**src/rtl/instr_fetch_unit.sv**
```systemverilog
// Instruction fetch unit: PC handshake, single-outstanding imem requests,
// fetch queue to decode. Optional misaligned-PC trap: IFU_ALIGN_CHECK_EN.
module instr_fetch_unit #(
  parameter int INSTR_ADDR_WIDTH = 32,
  parameter int FETCH_WIDTH      = 32,
  parameter int QUEUE_DEPTH      = 4
) (
  input  logic                          clk,
  input  logic                          sync_rst,
  input  logic                          clk_en,
  input  logic [INSTR_ADDR_WIDTH-1:0]   pc_addr,
  input  logic                          pc_valid,
  output logic                          pc_ready,
  input  logic                          redirect,
  output logic                          imem_req_valid,
  output logic [INSTR_ADDR_WIDTH-1:0]   imem_req_addr,
  input  logic                          imem_req_ready,
  input  logic                          imem_rsp_valid,
  input  logic [FETCH_WIDTH-1:0]        imem_rsp_data,
  input  logic                          imem_rsp_err,
  output logic                          instr_valid,
  output logic [FETCH_WIDTH-1:0]        instr_data,
  output logic [INSTR_ADDR_WIDTH-1:0]   instr_addr,
  output logic                          instr_err,
  input  logic                          instr_ready,
  output logic [$clog2(QUEUE_DEPTH):0]  queue_count
);

  localparam int PW = $clog2(QUEUE_DEPTH);
  localparam int CW = PW + 1;
  localparam logic [CW-1:0] FULL = CW'(QUEUE_DEPTH);

  typedef enum logic [1:0] {
    S_IDLE,
    S_REQ,
    S_WAIT
  } state_t;

  state_t                      state_q, state_d;
  logic [INSTR_ADDR_WIDTH-1:0] addr_q, addr_d;
  logic                        discard_q, discard_d;

  logic [INSTR_ADDR_WIDTH-1:0] q_addr [QUEUE_DEPTH];
  logic [FETCH_WIDTH-1:0]      q_data [QUEUE_DEPTH];
  logic                        q_err  [QUEUE_DEPTH];
  logic [PW-1:0]               wr_ptr, rd_ptr;
  logic [CW-1:0]               count_q;

  logic                        room;
  logic                        accept;
  logic                        req_v;
  logic                        push;
  logic                        pop;
  logic [INSTR_ADDR_WIDTH-1:0] push_addr;
  logic [FETCH_WIDTH-1:0]      push_data;
  logic                        push_err;

`ifdef IFU_ALIGN_CHECK_EN
  logic                        align_q, align_d;
  // A pending trap entry holds a queue slot until it is pushed
  assign room = (count_q + CW'(align_q)) < FULL;
`else
  assign room = count_q < FULL;
`endif

  assign pc_ready = clk_en & ~redirect & room & (state_q == S_IDLE);
  assign pop      = instr_ready & (count_q != '0) & ~redirect;

  // Next-state, request and queue-push decode
  always_comb begin
    state_d   = state_q;
    addr_d    = addr_q;
    discard_d = discard_q;
    accept    = 1'b0;
    req_v     = 1'b0;
    push      = 1'b0;
    push_addr = addr_q;
    push_data = '0;
    push_err  = 1'b0;
`ifdef IFU_ALIGN_CHECK_EN
    align_d   = 1'b0;
    if (align_q) begin
      push     = ~redirect;
      push_err = 1'b1;
    end
`endif
    unique case (state_q)
      S_IDLE: begin
        if (pc_valid & pc_ready) begin
          accept = 1'b1;
          addr_d = pc_addr;
`ifdef IFU_ALIGN_CHECK_EN
          if (pc_addr[0]) begin
            align_d = 1'b1;
          end else begin
            state_d = S_REQ;
          end
`else
          state_d = S_REQ;
`endif
        end
      end
      S_REQ: begin
        req_v = clk_en;
        if (imem_req_ready) begin
          state_d = S_WAIT;
        end
        if (redirect) begin
          discard_d = 1'b1;
        end
      end
      S_WAIT: begin
        if (imem_rsp_valid) begin
          push      = ~discard_q & ~redirect;
          push_data = imem_rsp_data;
          push_err  = imem_rsp_err;
          discard_d = 1'b0;
          state_d   = S_IDLE;
        end else if (redirect) begin
          discard_d = 1'b1;
        end
      end
      default: begin
        state_d = S_IDLE;
      end
    endcase
  end

  // Fetch FSM, request address and discard flag
  always_ff @(posedge clk) begin
    if (sync_rst) begin
      state_q   <= S_IDLE;
      addr_q    <= '0;
      discard_q <= 1'b0;
    end else if (clk_en) begin
      state_q   <= state_d;
      addr_q    <= addr_d;
      discard_q <= discard_d;
    end
  end

`ifdef IFU_ALIGN_CHECK_EN
  // Misaligned-PC trap pending for next-cycle push
  always_ff @(posedge clk) begin
    if (sync_rst) begin
      align_q <= 1'b0;
    end else if (clk_en) begin
      align_q <= align_d;
    end
  end
`endif

  // Circular fetch queue; redirect empties it
  always_ff @(posedge clk) begin
    if (sync_rst) begin
      wr_ptr  <= '0;
      rd_ptr  <= '0;
      count_q <= '0;
      for (int i = 0; i < QUEUE_DEPTH; i++) begin
        q_addr[i] <= '0;
        q_data[i] <= '0;
        q_err[i]  <= 1'b0;
      end
    end else if (clk_en) begin
      if (redirect) begin
        wr_ptr  <= '0;
        rd_ptr  <= '0;
        count_q <= '0;
      end else begin
        if (push) begin
          q_addr[wr_ptr] <= push_addr;
          q_data[wr_ptr] <= push_data;
          q_err[wr_ptr]  <= push_err;
          wr_ptr         <= wr_ptr + PW'(1);
        end
        if (pop) begin
          rd_ptr <= rd_ptr + PW'(1);
        end
        unique case ({push, pop})
          2'b10:   count_q <= count_q + CW'(1);
          2'b01:   count_q <= count_q - CW'(1);
          default: count_q <= count_q;
        endcase
      end
    end
  end

  assign imem_req_valid = req_v;
  assign imem_req_addr  = addr_q;
  assign instr_valid    = clk_en & (count_q != '0);
  assign instr_data     = q_data[rd_ptr];
  assign instr_addr     = q_addr[rd_ptr];
  assign instr_err      = q_err[rd_ptr];
  assign queue_count    = count_q;

  logic unused;
  assign unused = accept;

endmodule

```
**config.mk**
```make
export PLATFORM = sky130hd
export DESIGN_NAME = instr_fetch_unit
export DESIGN_NICKNAME = d
export VERILOG_FILES = /design/src/rtl/instr_fetch_unit.sv
export SDC_FILE = /design/constraint.sdc
export NUM_CORES = 1
export LEC_CHECK = 0
export ABC_AREA = 1
export CORE_MARGIN = 4
export CORE_UTILIZATION = 60
export DETAILED_ROUTE_END_ITERATION = 7
export DONT_BUFFER_PORTS = 1
export GPL_TIMING_DRIVEN = 0
export PLACE_DENSITY = 0.84
export SETUP_SLACK_MARGIN = 0.2
export SLEW_MARGIN = 5
export SYNTH_ARGS = -nofsm -noshare
export SYNTH_HDL_FRONTEND = slang
export SYNTH_SLANG_ARGS = --single-unit
```
**constraint.sdc**
```tcl
create_clock -name clk -period 14 [get_ports clk]
set_clock_uncertainty 0.2 [all_clocks]
set_input_delay 2.8 -clock clk [delete_from_list [all_inputs] [get_ports clk]]
set_output_delay 2.8 -clock clk [all_outputs]
set_load 0.02 [all_outputs]
```
After elaboration in Yosys (flattened, before gate mapping)
Memories as Yosys holds them, arrays and structs flattened. A register that Yosys moved wholly into a read port is not among the register bits. Index checks and enable logic that the tools add are counted. W data, S select, Z words.

Register bits after elaboration: 42. Memory bits (writable): 260. Input bits: 73. Output and inout bits: 103. Word-level logic and storage cells: 88. Memories kept: 3.

Memory list: q_addr (words 4, bits a word 32, rd ports 1, clocked after memory_dff 1, write ports 4, line 43) `logic [INSTR_ADDR_WIDTH-1:0] q_addr [QUEUE_DEPTH];`; q_data (words 4, bits a word 32, rd ports 1, clocked after memory_dff 1, write ports 4, line 44) `logic [FETCH_WIDTH-1:0] q_data [QUEUE_DEPTH];`; q_err (words 4, bits a word 1, rd ports 1, clocked after memory_dff 1, write ports 4, line 45) `logic q_err [QUEUE_DEPTH];`.

Add/sub/neg operators: 4. Magnitude comparators: 1. Eq/ne operators: 7. Muxes and demuxes: 42. Bitwise operators: 10. Reductions and logical operators: 15.

Operators with widths (number): $mux W32 (4); $reduce_or A32 Y1 (2); $mux W2 (16); $mux W1 (18); $and A1 B1 Y1 (8); $reduce_and A2 Y1 (4); $pmux W2 S3 (1); $pmux W3 S2 (1); $reduce_bool A2 Y1 (3); $reduce_bool A3 Y1 (2); $add A2 B1 Y2 const B (2); $eq A2 B1 Y1 const B (2); $eq A2 B2 Y1 const B (2); $ne A2 B2 Y1 const B (2); $reduce_and A4 Y1 (1); $add A3 B1 Y3 const B (1); $lt A3 B3 Y1 const B (1); $mux W3 (1); $reduce_and A3 Y1 (1); $sub A3 B1 Y3 const B (1); $logic_not A2 Y1 (1); $ne A2 B1 Y1 const B (1); $not A1 Y1 (2); $pmux W1 S2 (1); $reduce_or A1 Y1 (1).

Logic depth before layout (Yosys ltp)
Depth after elaboration: 11. Mapped depth: 14. Depth with buffers taken out: 14.

Worst setup path after synthesis
OpenSTA, ideal clock, no wires.

Path type: input port to flip-flop. Start point: in redirect. End point: mem q_addr[3][0] (enable). Library setup time: 0.578 ns. Data arrival time: 7.715 ns. Required time: 13.222 ns. Setup slack: 5.507 ns. Stages: 5. Path buffers: 0. Cell sequence: inv_2 > nand2_1 > nor2_4 > nand2_1 > o21ai_0.

RTL lines: start, declared (line 14) `input logic redirect,`; end, declared (line 43).

Worst setup path after layout
Start point: in clk_en. End point: out instr_valid.

Cells in the longest elaborated chain, start to end: 1.

RTL lines: start, declared (line 10) `input logic clk_en,`; $and A1 B1 Y1 (line 190) `assign instr_valid = clk_en & (count_q != '0);`; end, declared (line 21) `output logic instr_valid,`.

No other way between the ends.

==> key figures <==
Worst hold path
  • HP Class: register to register

Worst setup path
  • Worst setup SP type: input port
  • Required @ worst endpoint: approximately 11000 ps
  • Critical path peak fanout: 10
  • Max incr delay on CP: between 300 and 400 ps
  • Worst path bufs/invs: 2
  • Crit end category: primary output
  • CP arrival: between 3000 and 4000 ps
  • Critical path's slowest cell: a21oi_1
  • Delay-heaviest family, CP: compound AO/OA/AOI/OAI gates
  • Sequence of cells on the critical path: buf_2 > inv_1 > a21oi_1
  • CP Class: input port to primary output

Layout
  • Nets: around 1300
  • Final Non-Filler Cells: about 1600
  • N_diodes: 0
  • Final Util: between 60% and 70%
  • Area Overhead vs Synth: 10.70%
  • Share of layout cells above drive strength 1: roughly a tenth

Clocking
  • Post-CTS Setup Bufs: 0
  • CTS tree: yes
  • Worst-Skew Late Latency: roughly 530 ps
  • CTS clk-pin slew, worst paths: around 60 ps
  • Post-CTS Resized: 0
  • Total clock sinks: slightly above 300
  • H-tree depth: 1
  • Clock Path Buffers: 3
  • Clock root buffer: clkbuf_16
  • TritonCTS Buffers: 29
  • CTS Hold Buffers Added: 0

Global routing
  • Grt met3 use: ~4.6%
  • Largest net degree at the start of global routing: 39
  • Grt total ovfl: 0
  • GRT Util Overall: between 20% and 30%
  • First-pass GRT wire length: ~52000 µm
  • Busiest grt layer: met2
  • GR Layer Usage met2: 46.14%
  • GRT met1 Usage: a little under two fifths
  • Vias in the first global route: approximately 9300
  • Initial antenna violation count: 0

Power
  • Overall power: between 0.0015 and 0.002 W
  • P per Cell Area: approximately 140 nW/µm²
  • VDD IR max: between 0.08 and 0.09 mV
  • Static leakage: 5.094 nW

Detailed routing
  • DRT antenna net count: 0
  • Vias per cell: ~6.2
  • Wire per inst: 22.08 µm
  • Initial DRC Count: around 1300
  • DR pass1 iterations: 6
  • # DRC: 0
  • Routed WL: approximately 34000 µm
  • DR vias: about 9600

Synth
  • Post-synthesis share of cell area spent on full adders, half adders and majority gates: less than 1%
  • Cell variety after synth: 28
  • Post-Syn Area: approximately 13000 µm²
  • Simple-Gate Fraction of Synth Area: between 10% and 20%
  • Register bit total from synthesis: slightly above 300
  • Post-Syn Instances: 1225
  • Post-synthesis mux area share: 0%
  • Average size of a mapped cell: around 11 µm²
  • Post-Syn Nets: approximately 1300
  • Largest family of logic cells by synthesized area: simple AND/OR/NAND/NOR gates
  • Post-synthesis compound-gate area fraction: 11.37%
  • Synth warn: 0
  • Synth Area in XOR/XNOR: less than 1%
  • Register area share after synthesis: 66.62%

Floorplanning
  • Core box area: ~21000 µm²
  • Chip width: between 150 and 200 µm
  • Die ar.: ~24000 µm²
  • Ports: around 180
  • Initial Utilization: about 60%
  • # rows: 53
  • Die Y: 155.4 µm

STA
  • Crit share post-route: a little under half
  • Worst rel slew slack: 42.26%
  • # setup viols final: 0
  • Sum Neg Setup Slack: 0 ps
  • Hold Fails Final Rpt: 0
  • Tmin final: ~6500 ps
  • Slew Limit Fails: 0
  • Achievable Freq: around 150 MHz
  • Actual slew at the worst max-slew pin: between 800 and 900 ps
  • Unrepaired setup endpoints after global routing: false

Placement
  • IO buf count: 0
  • RePlAce Congestion: between 0.8 and 0.9
  • DP HPWL: 22540 µm
  • Placed insts: around 1500

Flow run
  • MaxCap Viol Count: 0

Outcome
  • Status: complete, no violations
==> cell usage after synthesis <==
cell | n | area, µm²
dfxtp_1 | 44 | 880.8
nand3_2 | 2 | 20.02
a2111oi_0 | 1 | 8.760
nor3_1 | 72 | 360.4
nor2_4 | 16 | 180.2
inv_1 | 83 | 311.6
buf_8 | 1 | 15.01
xnor2_1 | 1 | 8.760
a21boi_0 | 1 | 7.510
a31oi_1 | 1 | 6.260
buf_2 | 25 | 125.1
fa_1 | 1 | 20.02
a21oi_1 | 39 | 195.2
edfxtp_1 | 260 | 7807
inv_2 | 17 | 63.81
ha_1 | 5 | 62.56
nand2_1 | 37 | 138.9
buf_1 | 1 | 3.750
buf_6 | 5 | 56.30
o211a_1 | 1 | 10.01
nand3_1 | 9 | 45.04
clkbuf_1 | 56 | 210.2
a211oi_1 | 1 | 7.510
o21ai_0 | 168 | 840.8
nor2_1 | 300 | 1126
o22ai_1 | 65 | 406.6
nor3_2 | 11 | 110.1
nand2_2 | 2 | 12.51
==> worst reg2reg max path: stages (launching register included) <==
cell and delay [ps]:
dfxtp_1 340, inv_1 110, ha_1 190, nand2_2 200, nor2_4 200, nand3_2 130
inv_2 160, nand2_1 170, buf_2 300, nand2_4 440, buf_12 320
==> sequential cells by signal (all words and copies together), names as in the netlist, named ones only <==
name	flops
rd_ptr	2
q_addr	128
wr_ptr	2
state_q	2
q_err	4
queue_count	3
q_data	128
imem_req_addr	32
discard_q	1
==> cell type report <==
type / count / area, µm²
buffer: 88 / 410.4
clock buffer: 33 / 740.7
clock inverter: 19 / 141.4
fill: 1544 / 6784
inverter: 100 / 375.4
multi-input combinational: 733 / 3601
sequential: 304 / 8688
tap: 275 / 344.1
timing repair buffer: 6 / 135.1
==> metrics by stage <==
| stage | cell area [µm²] | hold WS (ps) | setup WS [ps] |
|---|---|---|---|
| floorplan | 13040 | 254.6 | 5507 |
| global placement | 13390 | 278.3 | 2070 |
| detailed placement | 13550 | 285.5 | 7547 |
| CTS | 14440 | 306.2 | 7547 |
| global route | 14440 | 352.5 | 7487 |
| finish | 14440 | 312.5 | 7543 |
==> metal layers <==
metal,up-vias,wire length [µm]
met5,-,0
met4,0,1022
met3,85,3968
met2,657,16790
met1,4519,12620
li1,4323,-
==> cells in the final DEF, fill, tap and decap left out, drive strengths merged <==
cell and n:
clkinv 16, a31oi 1, ha 5, o21ai 168, a211oi 1, nand2 39, clkbuf 89, fa 1
nor2 316, inv 100, o211a 1, bufinv 2, dfxtp 44, a21oi 39, o22ai 65, clkinvlp 1
edfxtp 260, a21boi 1, a2111oi 1, nand3 11, xnor2 1, buf 38, nor3 83
==> path summary, 6_finish.rpt <==
kind | end | cells after the start | from | slack [ps]
setup / recovery | instr_valid | 3 | clk_en | 7540
hold / removal | discard_q | 2 | discard_q | 310
setup reg to reg | q_data[0][18] | 10 | state_q[0] | 10910
hold reg to reg | discard_q | 2 | discard_q | 310
==> report_power, final <==
part	leakage [nW]	switching [W]	internal, W	total, W
clock network	0.435	0.000324	0.000414	0.000738
logic	1.62	0.000141	0.0000367	0.000178
registers	3.04	0.0000232	0.00102	0.00104
==> cell families after synthesis <==
logic type,count (synthesis)
simple gates,449
flops,304
compound gates,277
buf+inv,188
xor+xnor,1
fa+ha+maj,6
Note: power is estimated with default switching activity, not from simulation.
